### src/rtl/rtc_timekeeper.sv
// BCD real-time calendar: divides clk to 1 Hz and keeps sec/min/hour/weekday/date/month/year.
// Define RTC_LEAP_YEAR_EN to give February 29 days in years divisible by four.
module rtc_timekeeper #(
    parameter int CLK_HZ = 32768
) (
    input  logic       clk,
    input  logic       rst_n,
    input  logic       wr_en,
    input  logic [2:0] wr_addr,
    input  logic [7:0] wr_data,
    output logic       wr_err,
    output logic [7:0] real_sec,
    output logic [7:0] real_min,
    output logic [7:0] real_hour,
    output logic [7:0] real_day,
    output logic [3:0] real_weekday,
    output logic [7:0] real_month,
    output logic [7:0] real_year,
    output logic       sec_tick,
    output logic       min_tick
);

    localparam int PW = $clog2(CLK_HZ);
    localparam logic [PW-1:0] PRESC_MAX = PW'(CLK_HZ - 1);

    logic [PW-1:0] presc;
    logic          adv;
    logic          write_ok;
    logic          step;
    logic          leap;
    logic [7:0]    dim;
    logic [7:0]    sec_next, min_next, hour_next, day_next, month_next, year_next;
    logic [3:0]    weekday_next;

    function automatic logic [7:0] bcd_inc(input logic [7:0] v);
        logic [7:0] r;
        if (v[3:0] == 4'd9) r = {v[7:4] + 4'd1, 4'd0};
        else                r = {v[7:4], v[3:0] + 4'd1};
        return r;
    endfunction

    function automatic logic bcd_ok(input logic [7:0] v);
        return (v[7:4] <= 4'd9) && (v[3:0] <= 4'd9);
    endfunction

    function automatic logic field_ok(input logic [2:0] addr, input logic [7:0] v);
        logic ok;
        ok = 1'b0;
        if (bcd_ok(v)) begin
            case (addr)
                3'd0, 3'd1: ok = (v <= 8'h59);
                3'd2:       ok = (v <= 8'h23);
                3'd3:       ok = (v >= 8'h01) && (v <= 8'h07);
                3'd4:       ok = (v >= 8'h01) && (v <= 8'h31);
                3'd5:       ok = (v >= 8'h01) && (v <= 8'h12);
                3'd6:       ok = 1'b1;
                default:    ok = 1'b0;
            endcase
        end
        return ok;
    endfunction

    function automatic logic [7:0] days_in_month(input logic [7:0] month, input logic is_leap_yr);
        logic [7:0] d;
        case (month)
            8'h04, 8'h06, 8'h09, 8'h11: d = 8'h30;
            8'h02:                      d = is_leap_yr ? 8'h29 : 8'h28;
            default:                    d = 8'h31;
        endcase
        return d;
    endfunction

`ifdef RTC_LEAP_YEAR_EN
    // 10*hi contributes 2*hi mod 4, so only hi[0] and the low nibble matter.
    function automatic logic is_leap(input logic [4:0] y);
        logic [4:0] s;
        s = {3'b000, y[4], 1'b0} + {1'b0, y[3:0]};
        return s[1:0] == 2'b00;
    endfunction
`endif

    always_comb begin
`ifdef RTC_LEAP_YEAR_EN
        leap = is_leap(real_year[4:0]);
`else
        leap = 1'b0;
`endif
        dim      = days_in_month(real_month, leap);
        adv      = (presc == PRESC_MAX);
        write_ok = wr_en && field_ok(wr_addr, wr_data);
        step     = adv && !write_ok;
    end

    // An accepted write replaces the whole advance for that cycle.
    always_comb begin
        sec_next     = real_sec;
        min_next     = real_min;
        hour_next    = real_hour;
        day_next     = real_day;
        weekday_next = real_weekday;
        month_next   = real_month;
        year_next    = real_year;
        if (write_ok) begin
            case (wr_addr)
                3'd0:    sec_next     = wr_data;
                3'd1:    min_next     = wr_data;
                3'd2:    hour_next    = wr_data;
                3'd3:    weekday_next = wr_data[3:0];
                3'd4:    day_next     = wr_data;
                3'd5:    month_next   = wr_data;
                3'd6:    year_next    = wr_data;
                default: ;
            endcase
        end else if (adv) begin
            sec_next = (real_sec == 8'h59) ? 8'h00 : bcd_inc(real_sec);
            if (real_sec == 8'h59) begin
                min_next = (real_min == 8'h59) ? 8'h00 : bcd_inc(real_min);
                if (real_min == 8'h59) begin
                    hour_next = (real_hour == 8'h23) ? 8'h00 : bcd_inc(real_hour);
                    if (real_hour == 8'h23) begin
                        weekday_next = (real_weekday == 4'd7) ? 4'd1 : real_weekday + 4'd1;
                        // >= so an over-range date written by firmware still rolls over
                        day_next = (real_day >= dim) ? 8'h01 : bcd_inc(real_day);
                        if (real_day >= dim) begin
                            month_next = (real_month >= 8'h12) ? 8'h01 : bcd_inc(real_month);
                            if (real_month >= 8'h12)
                                year_next = (real_year == 8'h99) ? 8'h00 : bcd_inc(real_year);
                        end
                    end
                end
            end
        end
    end

    always_ff @(posedge clk or negedge rst_n) begin
        if (!rst_n) begin
            presc        <= '0;
            real_sec     <= 8'h00;
            real_min     <= 8'h00;
            real_hour    <= 8'h00;
            real_day     <= 8'h01;
            real_weekday <= 4'd1;
            real_month   <= 8'h01;
            real_year    <= 8'h00;
            sec_tick     <= 1'b0;
            min_tick     <= 1'b0;
            wr_err       <= 1'b0;
        end else begin
            presc        <= (adv || (write_ok && wr_addr == 3'd0)) ? '0 : presc + PW'(1);
            real_sec     <= sec_next;
            real_min     <= min_next;
            real_hour    <= hour_next;
            real_day     <= day_next;
            real_weekday <= weekday_next;
            real_month   <= month_next;
            real_year    <= year_next;
            sec_tick     <= step;
            min_tick     <= step && (real_sec == 8'h59);
            wr_err       <= wr_en && !write_ok;
        end
    end

endmodule

### config.mk
export PLATFORM = sky130hd
export DESIGN_NAME = rtc_timekeeper
export DESIGN_NICKNAME = d
export VERILOG_FILES = /design/src/rtl/rtc_timekeeper.sv
export SDC_FILE = /design/constraint.sdc
export NUM_CORES = 1
export LEC_CHECK = 0
export CELL_PAD_IN_SITES_DETAIL_PLACEMENT = 0
export CELL_PAD_IN_SITES_GLOBAL_PLACEMENT = 1
export CORE_MARGIN = 4
export CORE_UTILIZATION = 38
export CTS_CLUSTER_DIAMETER = 30
export DETAILED_ROUTE_END_ITERATION = 12
export GPL_ROUTABILITY_DRIVEN = 0
export PLACE_DENSITY_LB_ADDON = 0.05
export SLEW_MARGIN = 20
export SYNTH_ARGS = -nofsm -noshare
export SYNTH_HDL_FRONTEND = slang
export SYNTH_SLANG_ARGS = --single-unit
### constraint.sdc
create_clock -name clk -period 3.45 [get_ports clk]
set_clock_uncertainty 0.15 [all_clocks]
set_input_delay 0.5175 -clock clk [delete_from_list [all_inputs] [get_ports clk]]
set_output_delay 0.5175 -clock clk [all_outputs]
set_load 0.005 [all_outputs]
* Word-level counts from Yosys, hierarchy flattened
Cells that the tools add are included.
Widths: inputs -> output; s select.
** Operators by class
- $add $sub $neg :: 14
- Reductions and logical operators :: 39
- $lt $le $gt $ge :: 10
- Equality and inequality tests :: 30
- Mux-type cells :: 56
** Operators by type and width (count)
- $mux 8 :: 45
- $add 4x1->4 const B :: 13
- $mux 4 :: 7
- $eq 4x4->1 const B :: 6
- $reduce_bool 3->1 :: 6
- $eq 8x3->1 const B :: 2
- $eq 8x7->1 const B :: 2
- $le 8x6->1 const B :: 2
- $add 15x1->15 const B :: 1
- $eq 15x15->1 const B :: 1
- $mux 15 :: 1
- $reduce_and 5->1 :: 3
- $ne 2x1->1 const B :: 7
- $reduce_and 7->1 :: 2
- $reduce_and 6->1 :: 2
- $reduce_bool 2->1 :: 6
- $pmux 5 s2 :: 1
- $eq 3x3->1 const B :: 3
- $logic_and 1x1->1 :: 9
- $eq 8x2->1 const B :: 1
- $eq 8x4->1 const B :: 1
- $eq 8x5->1 const B :: 1
- $eq 8x6->1 const B :: 1
- $eq 8x8->1 const B :: 1
- other kinds (21) :: 25
** Word-level totals
- Bits in registers :: 70
- Output and inout port bits :: 55
- Word-level logic and storage cells :: 166

* Longest topological paths before layout
- Word-level depth :: 10
- Depth in mapped cells :: 15

* Worst setup path before layout
No wires, ideal clock.
- Path kind :: register to register
- Start point :: register real_month[4]
- End point :: register real_year[0]
- Path slack :: 130 ps
- Buffers on the path :: 0
- Stages on the path, launching flop included :: 14
- Data arrival time :: 3046 ps
- Path through :: dfrtp_1 -> inv_1 -> ha_1 -> nor3b_1 -> o21ai_0 -> o31ai_1 -> nand2_1 -> ha_1 -> or4b_2 -> a21oi_1 -> o21ai_0 -> and3_1 -> a21oi_2 -> mux2_2
** On the way
- Cells in the longest elaborated chain, start to end :: 6
- Elaborated cells between the ends (all ways) :: 12
** Ends and longest elaborated chain
- from (decl) :: RTL line 17 : output logic [7:0] real_month,
- from (signal assigned) :: RTL line 155 : real_month <= month_next;
- $eq 8x3->1, or another cell as far along :: RTL line 65 : case (month)
- $reduce_or 4->1 :: RTL line 65
- $pmux 5 s2 :: RTL line 65
- $ge 8x8->1 :: RTL line 124 : if (real_day >= dim) begin
- $reduce_bool 2->1 (no line)
- $reduce_and 7->1 (no line) (*)
- to (signal assigned) :: RTL line 156 : real_year <= year_next;
- to (decl) :: RTL line 18 : output logic [7:0] real_year,
Mark *: on every way between the ends. The rest lies on a longest branch, timed or not.
A chain may end at the register's enable or synchronous reset.

* Final worst setup path
- Start point :: register real_month[5]
- End point :: register real_day[3]
** On the way
- Cells in the longest elaborated chain, start to end :: 10
- Elaborated cells between the ends (all ways) :: 14
** Ends and longest elaborated chain
- $eq 8x3->1, or another cell as far along :: RTL line 65
- $reduce_or 4->1 :: RTL line 65
- $pmux 5 s2 (*) :: RTL line 65
- $ge 8x8->1 (*) :: RTL line 123 : day_next = (real_day >= dim) ? 8'h01 : bcd_inc(real_day);
- $mux 8 (*) :: RTL line 123
- $mux 8 (*) :: RTL line 120 : if (real_hour == 8'h23) begin
- $mux 8 (*) :: RTL line 118 : if (real_min == 8'h59) begin
- $mux 8 (*) :: RTL line 116 : if (real_sec == 8'h59) begin
- $mux 8 (*) :: RTL line 114 : end else if (adv) begin
- $mux 8 (*) :: RTL line 103 : if (write_ok) begin
- to (signal assigned) :: RTL line 153 : real_day <= day_next;
- to (decl) :: RTL line 15 : output logic [7:0] real_day,
Mark *: on every way between the ends. The rest lies on a longest branch, timed or not. The select of a mux whose other input is x is not followed.

==> metrics.md <==
| Metric | Value |
|---|---|
| Detailed-route via count | 4235 |
| Global-route wire length before repair | 21.9 mm |
| Global route overflow | 0 |
| Sequential area share after synthesis | 0.389 |
| # DRC | 0 |
| Clk slew on worst S/H paths | roughly 0.060 ns |
| Starting density of the core | 0.392 |
| Int Power | 1.91 mW |
| Final-report hold violation count | 0 |
| CTS tree | yes |
| Area occupied by registers | 1760 um^2 |
| H-tree depth | 3 |
| Fin. max-slew vios | 0 |
| Startpoint Class | flop |
| Fin nets | 631 |
| Unrepaired setup endpoints after global routing | false |
| Buffers on Ports | 68 |
| Layout area overhead | 33.6% |
| Number of synthesized register bits | 70 |
| Hold crit path type | input pin to asynchronous set/reset pin |
| Multi-input gate area | 2590 um^2 |
| Peak VDD IR | 0.269 mV |
| Worst endpoint required time | 3.57 ns |
| Most frequent cells in the layout | clkdlybuf4s50_1 (67), dfrtp_1 (67), buf_4 (47) |
| Drt wl/cell | 18.3 um |
| Net Count, Synth | 518 |
| Power per cell area | 454 nW/um^2 |
| Core ar. | around 12000 um^2 |
| Number of routed nets with antenna violations | 0 |
| Max-cap viol count | 0 |
| CP Launch Point | real_month[5] |
| Fin Hold WS | 0.0145 ns |
| Die Span Y | 117 um |
| DP Cell Count | 724 |
| # clock sinks | 70 |
| Arrival time worst endpoint | 3.37 ns |
| Worst slew margin | 0.487 |
| Final Critical Period | 3.26 ns |
| EDFF count, synth | 0 |
| Vias in the first global route | between 4000 and 5000 |
| Maximum clock frequency | 0.307 GHz |
| Synthesized instance count | between 400 and 500 |
| Final std cells w/o fill | 742 |
| Synth warn | 0 |
| Avg Synthesized Cell Area | 9.39 um^2 |
| Layout cells sized above 1 | 0.184 |
| Vias per cell | approximately 5.7 |
| Ant diodes | 0 |
| Sw frac | 0.301 |
| Worst r2r path cells | 13 |
| Final Cycle Share | 0.944 |
| GRT Util Overall | 0.207 |
| Clock root buffer | clkbuf_16 |
| Critical path fanouts, max | 5 |
| Drt pass-1 iters | 5 |
| Sequential share of power | 0.393 |
| Clk_lat worst skew | 0.35 ns |
| Worst r2r src | real_month[5] |
| Cell variety after synth | 72 |
| Post-DP HPWL | 10.0 mm |
| Number of buffers on the longest clock path | 2 |
| Crit Path Category | flop to flop |
| Switching Power | 0.824 mW |
| Filler Cell Count | 1081 |
| Post-Syn Area | 4520 um^2 |
| Clock Power Share | 0.382 |
| Ys async rst share | 1.00 |
| Worst Max-Slew Pin Slew | roughly 0.76 ns |
| R2r setup slk | a little under 0.2 ns |
| Critical path capture point type | flop |
| Die X | ~120 um |
| CTS buffer count | 9 |
| Setup WS pre-CTS | -0.114 ns |
| Reg2reg end | real_day[3] |
| FP Rows | 39 |
| Final wirelength | 13.6 mm |
| Initial antenna violation count | 0 |
| Status | finished, final reports clean |
| Io pins | 69 |
| Die area | 13700 um^2 |
| Largest net degree at the start of global routing | 27 |
| Combinational share of power | 0.226 |
| Setup ws final | 0.192 ns |
| Final setup vio count | 0 |
| Ys flop type | dfrtp_1 |
| Leakage | approximately 2.6 nW |
| Initial DRC count | around 280 |
Yosys cell counts, drive strengths merged, types with 4 or more instances:
library cell  instances  area (um^2)
a21oi                18         97.6
nor3                 10         66.3
nand2                35          131
o31a                  9         78.8
o21a                  8         60.1
o22ai                 9         56.3
a211oi                9         67.6
a21o                  4         30.0
and3                  5         31.3
nand3b                6         45.0
nor4b                 4         41.3
nor4                  4         25.0
buf                  12         88.8
o21ai                39          195
o21bai                6         52.6
nor2                 39          149
nand2b                6         37.5
or4                   6         45.0
nand3                29          145
nand4                 7         43.8
mux2i                 4         40.0
dfrtp                67         1680
mux2                 14          158
xor2                  8         70.1
a31oi                 6         52.6
ha                   23          288
inv                  27          101
o31ai                 4         30.0
xnor2                 5         43.8
o211ai                6         50.1
per-layer routing:
metal	GRT usage	part of all wire
met1	0.270	0.47
met2	0.345	0.48
met3	0.0411	0.033
met4	0.0680	0.014
met5	0	0
timing repair:
action | CTS | global route
endpoints found under the setup margin | 12 | 18
pin swaps | 0 | 8
gates resized for setup | 3 | 10
hold buffers | 0 | 0
gates cloned | 0 | 0
setup buffers | 0 | 2
stage by stage:
stage / util / setup TNS (ns) / cell area, um^2 / power, mW
CTS: 0.520 / 0 / 5990 / 2.75
finish: 0.524 / 0 / 6030 / 2.74
floorplan: - / 0 / 4520 / 1.41
global route: 0.524 / 0 / 6030 / 2.90
detailed placement: 0.490 / -0.416 / 5650 / 1.70
global placement: 0.490 / -0.0939 / 5650 / 1.69
sequential cells by signal (all words and copies together), names as in the netlist:
name          flops
presc            15
real_day          8
real_hour         8
real_min          8
real_month        8
real_sec          8
real_year         8
real_weekday      4
min_tick          1
sec_tick          1
wr_err            1
power by group through the flow:
stage	clock, mW	combinational (mW)	sequential (mW)
floorplan	0	0.346	1.06
global placement	0	0.605	1.08
detailed placement	0	0.615	1.08
CTS	1.06	0.621	1.07
global route	1.11	0.704	1.09
finish	1.05	0.618	1.08
worst max path at each step:
| stage | depth (start not counted) | to | slack [ns] |
|---|---|---|---|
| 2_1_floorplan | 13 | real_year[0] | 0.13 |
| 4_1_cts | 13 | real_day[3] | 0.02 |
| 3_5_place_dp | 13 | real_day[3] | -0.11 |
| 5_1_grt | 13 | real_day[3] | 0.06 |
| 6_report | 13 | real_day[3] | 0.19 |
| 3_3_place_gp | 9 | real_hour[3] | -0.04 |
kinds of logic after synthesis:
kind of cell / count (synthesis) / synth area share
compound gates: 145 / 0.230
simple gates: 170 / 0.204
fa+ha+maj: 23 / 0.0637
xor+xnor: 13 / 0.0252
flops: 70 / 0.389
mux: 18 / 0.0438
buf+inv: 42 / 0.0446
final cells by class:
class	count	area share
Clock inverter	6	0.0154
Inverter	27	0.0168
Timing Repair Buffer	117	0.177
Tap cell	143	0.0297
Multi-Input combinational cell	369	0.430
Sequential cell	70	0.291
Clock buffer	10	0.0396
worst max-delay path, cell delays in order, from the launching register on:
cell	delay [ns]
dfrtp_1	0.39
inv_2	0.07
ha_2	0.18
nor3b_4	0.19
o21ai_1	0.09
o31ai_1	0.07
nand2_1	0.09
ha_1	0.28
or4b_4	0.54
a21oi_2	0.15
o21ai_2	0.10
or3_4	0.44
o31a_1	0.29
o22ai_1	0.15
(Power assumes the default switching activity.)
